**src/rtl/matmul_stream_engine.sv**
```systemverilog
// Streaming N x N matrix multiplier: loads A then B as element streams, runs one MAC per
// cycle and emits each C element as big-endian bytes over a valid/ready byte port.
module matmul_stream_engine #(
    parameter int unsigned N      = 3,
    parameter int unsigned DATA_W = 8,
    parameter int unsigned ACC_W  = 24,
    parameter int unsigned SIGNED = 0
) (
    input  logic              clk,
    input  logic              rst,
    input  logic [DATA_W-1:0] in_data,
    input  logic              in_valid,
    output logic              in_ready,
    output logic [7:0]        out_data,
    output logic              out_valid,
    input  logic              out_ready,
    output logic              busy,
    output logic              done
);

    localparam int unsigned NN = N * N;
    localparam int unsigned AW = $clog2(NN);
    localparam int unsigned IW = $clog2(N);
    localparam int unsigned NB = ACC_W / 8;
    localparam int unsigned BW = (NB > 1) ? $clog2(NB) : 1;
    localparam int unsigned PW = 2 * DATA_W;

    typedef enum logic [1:0] {StLoadA, StLoadB, StMac, StSend} state_e;

    state_e            state_q, state_d;
    logic [AW-1:0]     ld_cnt_q, ld_cnt_d;
    logic [IW-1:0]     i_q, i_d, j_q, j_d, k_q, k_d;
    logic [BW-1:0]     b_q, b_d;
    logic [ACC_W-1:0]  acc_q, acc_d, res_q, res_d;
    logic              done_q, done_d;
    logic              a_we, b_we;

    logic [DATA_W-1:0] a_mem [NN];
    logic [DATA_W-1:0] b_mem [NN];

    logic [AW-1:0]     a_addr, b_addr;
    logic [DATA_W-1:0] a_op, b_op;
    logic [PW-1:0]     a_x, b_x, prod;
    logic [ACC_W-1:0]  prod_ext, mac_sum, res_shift;
    logic [31:0]       shamt;

    // Operand storage is deliberately left unreset; it is always rewritten before use.
    always_ff @(posedge clk) begin
        if (a_we) a_mem[ld_cnt_q] <= in_data;
        if (b_we) b_mem[ld_cnt_q] <= in_data;
    end

    assign a_addr = AW'(32'(i_q) * N + 32'(k_q));
    assign b_addr = AW'(32'(k_q) * N + 32'(j_q));
    assign a_op   = a_mem[a_addr];
    assign b_op   = b_mem[b_addr];

    // Extending both operands to PW keeps the PW-bit product exact in either mode.
    always_comb begin
        if (SIGNED != 0) begin
            a_x      = PW'($signed(a_op));
            b_x      = PW'($signed(b_op));
        end else begin
            a_x      = PW'(a_op);
            b_x      = PW'(b_op);
        end
        prod = a_x * b_x;
        if (SIGNED != 0) prod_ext = ACC_W'($signed(prod));
        else             prod_ext = ACC_W'(prod);
        mac_sum = acc_q + prod_ext;
    end

    always_comb begin
        state_d  = state_q;
        ld_cnt_d = ld_cnt_q;
        i_d      = i_q;
        j_d      = j_q;
        k_d      = k_q;
        b_d      = b_q;
        acc_d    = acc_q;
        res_d    = res_q;
        done_d   = 1'b0;
        a_we     = 1'b0;
        b_we     = 1'b0;
        unique case (state_q)
            StLoadA: begin
                if (in_valid) begin
                    a_we = 1'b1;
                    if (ld_cnt_q == AW'(NN - 1)) begin
                        ld_cnt_d = '0;
                        state_d  = StLoadB;
                    end else begin
                        ld_cnt_d = ld_cnt_q + AW'(1);
                    end
                end
            end
            StLoadB: begin
                if (in_valid) begin
                    b_we = 1'b1;
                    if (ld_cnt_q == AW'(NN - 1)) begin
                        ld_cnt_d = '0;
                        i_d      = '0;
                        j_d      = '0;
                        k_d      = '0;
                        acc_d    = '0;
                        state_d  = StMac;
                    end else begin
                        ld_cnt_d = ld_cnt_q + AW'(1);
                    end
                end
            end
            StMac: begin
                if (k_q == IW'(N - 1)) begin
                    res_d   = mac_sum;
                    b_d     = '0;
                    state_d = StSend;
                end else begin
                    acc_d = mac_sum;
                    k_d   = k_q + IW'(1);
                end
            end
            StSend: begin
                if (out_ready) begin
                    if (b_q == BW'(NB - 1)) begin
                        b_d   = '0;
                        k_d   = '0;
                        acc_d = '0;
                        if (i_q == IW'(N - 1) && j_q == IW'(N - 1)) begin
                            i_d     = '0;
                            j_d     = '0;
                            done_d  = 1'b1;
                            state_d = StLoadA;
                        end else begin
                            if (j_q != IW'(N - 1)) begin
                                j_d = j_q + IW'(1);
                            end else begin
                                j_d = '0;
                                i_d = i_q + IW'(1);
                            end
                            state_d = StMac;
                        end
                    end else begin
                        b_d = b_q + BW'(1);
                    end
                end
            end
            default: state_d = StLoadA;
        endcase
    end

    always_ff @(posedge clk or posedge rst) begin
        if (rst) begin
            state_q  <= StLoadA;
            ld_cnt_q <= '0;
            i_q      <= '0;
            j_q      <= '0;
            k_q      <= '0;
            b_q      <= '0;
            acc_q    <= '0;
            res_q    <= '0;
            done_q   <= 1'b0;
        end else begin
            state_q  <= state_d;
            ld_cnt_q <= ld_cnt_d;
            i_q      <= i_d;
            j_q      <= j_d;
            k_q      <= k_d;
            b_q      <= b_d;
            acc_q    <= acc_d;
            res_q    <= res_d;
            done_q   <= done_d;
        end
    end

    // Most significant byte goes out first.
    assign shamt     = (NB - 1 - 32'(b_q)) * 8;
    assign res_shift = res_q >> shamt;

    assign in_ready  = (state_q == StLoadA) || (state_q == StLoadB);
    assign out_valid = (state_q == StSend);
    assign out_data  = (state_q == StSend) ? res_shift[7:0] : 8'h00;
    assign busy      = !((state_q == StLoadA) && (ld_cnt_q == '0));
    assign done      = done_q;

endmodule

```
**config.mk**
```make
export PLATFORM = sky130hd
export DESIGN_NAME = matmul_stream_engine
export DESIGN_NICKNAME = d
export VERILOG_FILES = /design/src/rtl/matmul_stream_engine.sv
export SDC_FILE = /design/constraint.sdc
export NUM_CORES = 1
export LEC_CHECK = 0
export CORE_AREA = 2 2 155 157
export DETAILED_ROUTE_END_ITERATION = 7
export DIE_AREA = 0 0 157 159
export GPL_ROUTABILITY_DRIVEN = 0
export PLACE_DENSITY_LB_ADDON = 0.08
export SYNTH_ARGS = -nofsm -noshare
export SYNTH_HDL_FRONTEND = slang
export SYNTH_SLANG_ARGS = --single-unit
```
**constraint.sdc**
```tcl
create_clock -name clk -period 6 [get_ports clk]
set_input_delay 1.2 -clock clk [delete_from_list [all_inputs] [get_ports clk]]
set_output_delay 1.2 -clock clk [all_outputs]
set_load 0.02 [all_outputs]
```
==> metrics.yaml, run 1 <==
slew_violations: 0
final_nets: 1181
critPathKind: "reg -> reg"
ys_ff_latch: 207
clk_pin_slew_ns: 0.06
dp.cells: 1332
routedWlPerCell_um: 17.4
ys_seq_area_frac: 0.515
cts_tree: "done"
syn_inst: 944
worstSetupEndpointType: "register"
ant_nets: 0
antenna_found_initial: 0
final_cells: 1397
hold_buffers: 0
synth.top_cell.area_share: 0.377
violations: "setup timing"
holdCritPathClass: "reg -> reg"
cts_made_buffers: 24
die_h_um: 159
start_util: 0.494
boundaryPins: 24
drive_above_1_share: 0.259
synth.most_common_cell: "edfxtp_1"
synth_flop_cell: "edfxtp_1"
final.setup.worst_slack_ns: -0.369
yosys.area.top_type: "edfxtp_1"
grt_max_degree: 64
drt-initial-drc-count: 388
antenna_cells: 0
rsz0062_at_grt: "yes"
status: "finished, violations left"
first_pass_iters: 5
setup_violations: 22
synth_warnings: 0
fin_crit_sh: 1.06
wl_mm: 24.3
hold_viol: 0
rows: 56
cts_max_path_buffers: 3
coreArea_um2: 23200
cp_max_fo: 8
cts.sinks: 207
grt_pass1_vias: 7195
relSlewSlack: 0.223
dp_hpwl_mm: 17.7
worst_pin_slew_ns: 1.16
whs_path_depth: 2
grt-ovfl-total: 0
pre_cts_ws_ns: -0.487
post_synth.cell_area_avg_um2: 12.1
synth_common_cells: "144 x edfxtp_1, 125 x inv_1, 115 x nand2_1, 63 x dfrtp_1, 55 x ha_1"
area_growth_pct: 23.2
viasPerCell: 5.10
start_kind: "register"
clock_skew_ns: 0.0220
via_count: 7125
grt_pass1_wl_mm: 39.1
io_buffers: 23
gr-usage-all-layers: 0.200
die_x_um: 157
cp.arrival_ns: 6.83
dpl-instance-area_um2: 12800
syn-num-nets: 1065
timing.setup.tns_ns: -5.27
synthArstFlopShare: 0.304
reg2reg_depth: 24
drv_cap: 0
syn_area_um2: 11500
worstSkewPairLatency_ns: 0.52
clockRootBuffer: "clkbuf_16"
remaining_drc_errors: 0
htree_levels: 1
synth_cell_types: 55
max_freq_mhz: 157
crit_required_ns: 6.46
fill_cells: 1861
synthTopCellsByArea: "edfxtp_1 38%, dfrtp_1 14%, fa_1 9.4%, mux4_2 6.3%, ha_1 6.0%"
stdcell_area_um2: 14100
synth_edf_count: 144
die-area_um2: 25000
period_needed_ns: 6.37
-- cell type report --
type / instances / area, µm² / area share
Clock buffer: 25 / 604 / 0.0428
Clock inverter: 19 / 161 / 0.0114
Inverter: 125 / 469 / 0.0332
Multi-Input combinational cell: 580 / 5510 / 0.390
Sequential cell: 207 / 5900 / 0.418
Tap cell: 319 / 399 / 0.0283
Timing Repair Buffer: 122 / 1080 / 0.0764
-- final timing paths --
check,startpoint,end,slack (ns)
setup / recovery,k_q[1]$_DFFE_PP0P_,acc_q[20]$_DFFE_PP0P_,-0.37
hold / removal,res_q[11]$_DFFE_PP0P_,res_q[11]$_DFFE_PP0P_,0.48
setup reg to reg,k_q[1]$_DFFE_PP0P_,acc_q[20]$_DFFE_PP0P_,-0.37
hold reg to reg,res_q[11]$_DFFE_PP0P_,res_q[11]$_DFFE_PP0P_,0.48
max in group asynchronous,rst,res_q[8]$_DFFE_PP0P_,4.19
min in group asynchronous,rst,state_q[1]$_DFFE_PP0P_,1.23
-- flip-flops by register name (all words and copies together) (netlist names) --
name / count
a_mem: 72
b_mem: 72
acc_q: 24
res_q: 24
ld_cnt_q: 4
b_q: 2
i_q: 2
j_q: 2
k_q: 2
state_q: 2
done: 1
-- through the flow --
stage               hold slack, ns   util
floorplan                    0.445      -
global placement             0.463  0.552
detailed placement           0.465  0.552
CTS                          0.481  0.597
global route                 0.512  0.609
finish                       0.480  0.609
-- worst max-delay path, cell delays in order, from the launching register on --
cell	delay [ns]
dfrtp_1	0.38
inv_2	0.10
fa_1	0.42
inv_1	0.07
ha_2	0.16
inv_2	0.03
fa_1	0.48
buf_12	0.18
mux2i_4	0.19
a21oi_4	0.32
nor2b_4	0.22
fa_1	0.45
fa_2	0.49
fa_1	0.54
inv_1	0.05
fa_1	0.52
inv_1	0.06
ha_4	0.30
nand2_1	0.09
a21bo_1	0.23
a2111o_1	0.38
buf_6	0.16
and2_4	0.17
nor4_2	0.21
a21o_1	0.11
-- per-layer routing --
metal	track usage	vias up	wire length [µm]
met3	0.0226	40	737
met1	0.279	3470	11100
li1	-	3505	-
met2	0.339	110	12100
met4	0.0467	0	483
met5	0	-	0
-- logic make-up (layout without fill, tap and decap cells) --
kind of cell | Yosys count | count (layout) | synth area share
muxes | 59 | 59 | 0.0866
DFF | 207 | 207 | 0.515
AOI/OAI and AO/OA | 134 | 134 | 0.0738
xor gates and xnor gates | 14 | 14 | 0.0107
buffers and inverters | 157 | 291 | 0.0531
and+or+nand+nor | 264 | 264 | 0.107
adders and majority gates | 109 | 109 | 0.154
-- cells in the final DEF (no fill, tap or decap), drive strengths merged, types with 28 or more instances in the layout --
cell type / n
buf: 99
nand2: 115
nor2: 48
a21oi: 38
inv: 126
ha: 55
and2: 28
o21ai: 43
dfrtp: 63
mux4: 32
edfxtp: 144
fa: 54
-- what timing repair did --
item / in CTS / in global routing
endpoints found under the setup margin: 30 / 33
gates resized for setup: 46 / 53
cloned: 0 / 0
pin swaps: 38 / 32
buffers inserted: 10 / 11
Power of run 1 is not shown: default switching activity piles up to over one toggle a cycle in this logic, so the estimate is an artifact.
==> run 2: changes to the inputs <==
--- a/config.mk
+++ b/config.mk
@@ -6,10 +6,12 @@
 export NUM_CORES = 1
 export LEC_CHECK = 0
 export CORE_AREA = 2 2 155 157
+export CTS_BUF_LIST = sky130_fd_sc_hd__clkbuf_4
 export DETAILED_ROUTE_END_ITERATION = 7
 export DIE_AREA = 0 0 157 159
 export GPL_ROUTABILITY_DRIVEN = 0
 export PLACE_DENSITY_LB_ADDON = 0.08
+export REMOVE_ABC_BUFFERS = 1
 export SYNTH_ARGS = -nofsm -noshare
 export SYNTH_HDL_FRONTEND = slang
 export SYNTH_SLANG_ARGS = --single-unit
==> metrics.yaml, run 2 (synthesis gave the netlist of run 1 again) <==
status: "finished, violations left"
violations: "setup timing"
first_pass_iters: 4
cts_made_buffers: 55
area_growth_pct: 22.3
cts_tree: "done"
grt_pass1_vias: 7894
clock_skew_ns: 0.0351
die_x_um: 157
relSlewSlack: 0.266
final_cells: 1458
crit_start: "k_q[1]$_DFFE_PP0P_"
remaining_drc_errors: 0
hold_viol: 0
ff_latch_area_um2: 5900
max_freq_mhz: 158
via_count: 7454
antenna_found_initial: 1
grt_max_degree: 64
fill_cells: 1931
grt-ovfl-total: 0
worstSkewPairLatency_ns: 0.69
drt-initial-drc-count: 437
fin_crit_sh: 1.06
slew_violations: 0
reg2reg_from: "k_q[1]$_DFFE_PP0P_"
cts.sinks: 207
reg_top3: "a_mem: 72 flops, b_mem: 72 flops"
cts_max_path_buffers: 3
gr-usage-all-layers: 0.214
cp_max_fo: 8
wl_mm: 25.5
final_common_cell: "edfxtp_1"
crit_required_ns: 6.56
worstSetupEndpointType: "register"
start_util: 0.494
drive_above_1_share: 0.286
clockRootBuffer: "clkbuf_4"
worst_pin_slew_ns: 1.09
dp_hpwl_mm: 18.1
rows: 56
critPathKind: "reg -> reg"
pre_cts_ws_ns: -0.722
start_kind: "register"
dp.cells: 1344
ant_nets: 0
grt_pass1_wl_mm: 41.5
holdCritPathClass: "reg -> reg"
htree_levels: 2
final_cell_mix: "144 x edfxtp_1, 109 x inv_1, 106 x nand2_1, 91 x buf_4, 78 x clkbuf_4"
coreArea_um2: 23200
hp-start: "res_q[10]$_DFFE_PP0P_"
final.setup.worst_slack_ns: -0.340
die-area_um2: 25000
whs_ns: 0.480
boundaryPins: 24
period_needed_ns: 6.34
io_buffers: 23
cp.arrival_ns: 6.90
routedWlPerCell_um: 17.5
rsz0062_at_grt: "yes"
drv_cap: 0
die_h_um: 159
final_nets: 1219
clk_pin_slew_ns: 0.06
setup_violations: 27
multi_input_area_um2: 5410
viasPerCell: 5.11
-- run 2: repair_timing --
| item | CTS | global route |
|---|---|---|
| hold buffers | 0 | 0 |
| pin swaps | 69 | 24 |
| buffers inserted | 14 | 2 |
| gates resized for setup | 94 | 38 |
| endpoints found under the setup margin | 34 | 34 |
-- run 2: final timing paths --
| check | end | slack [ns] | cells past startpoint |
|---|---|---|---|
| worst max-delay path | acc_q[21]$_DFFE_PP0P_ | -0.34 | 24 |
| worst min-delay path | res_q[10]$_DFFE_PP0P_ | 0.48 | 2 |
| worst max register to register | acc_q[21]$_DFFE_PP0P_ | -0.34 | 24 |
| worst min register to register | res_q[10]$_DFFE_PP0P_ | 0.48 | 2 |
| max in group asynchronous | acc_q[0]$_DFFE_PP0P_ | 4.36 | 3 |
| min in group asynchronous | k_q[0]$_DFFE_PP0P_ | 1.06 | 3 |
-- run 2: layer usage --
layer | track usage | part of all wire
met1 | 0.278 | 0.43
met2 | 0.358 | 0.50
met3 | 0.0397 | 0.040
met4 | 0.0776 | 0.029
met5 | 0 | 0
-- run 2: area by class of cell --
cell class                 instances  share of cell area
antenna                            1            0.000178
timing repair buffer             129              0.0809
clock inverter                    19             0.00821
inverter                         125              0.0336
clock buffer                      78              0.0418
tap                              319              0.0285
sequential                       207               0.421
multi-input combinational        580               0.386
-- run 2: through the flow --
stage / instance area [µm²] / util / setup TNS (ns)
3_5_place_dp: 12700 / 0.548 / -16.16
3_3_place_gp: 12700 / 0.548 / -13.63
4_1_cts: 13900 / 0.598 / -6.36
6_report: 14000 / 0.605 / -5.99
2_1_floorplan: 11300 / - / -7.23
5_1_grt: 14000 / 0.605 / -14.94
-- run 2: worst max-delay path, cell delays in order (launching register included) --
cell and delay [ns]:
dfrtp_1 0.39, inv_2 0.09, fa_1 0.41, inv_1 0.07
ha_2 0.16, inv_2 0.04, fa_1 0.51, buf_12 0.17
mux2i_2 0.15, a21oi_2 0.26, nand2_1 0.13, fa_2 0.58
inv_1 0.06, fa_2 0.47, fa_1 0.51, inv_2 0.04
fa_1 0.52, inv_1 0.06, ha_4 0.31, nand3_4 0.08
a2111oi_4 0.43, nor3_2 0.13, o31a_1 0.37, a21oi_1 0.15
o22ai_1 0.10
Power of run 2 is left out for the same reason.
==> run 3: changes to the inputs <==
==> constraint.sdc (replaced) <==
create_clock -name clk -period 6 [get_ports clk]
set_input_delay 1.2 -clock clk [delete_from_list [all_inputs] [get_ports clk]]
set_output_delay 1.2 -clock clk [all_outputs]
set_load 0.005 [all_outputs]
==> results of run 3 <==
Same layout as run 2: the final DEF is identical, and so are final timing and power.
Power of run 3 is left out for the same reason.
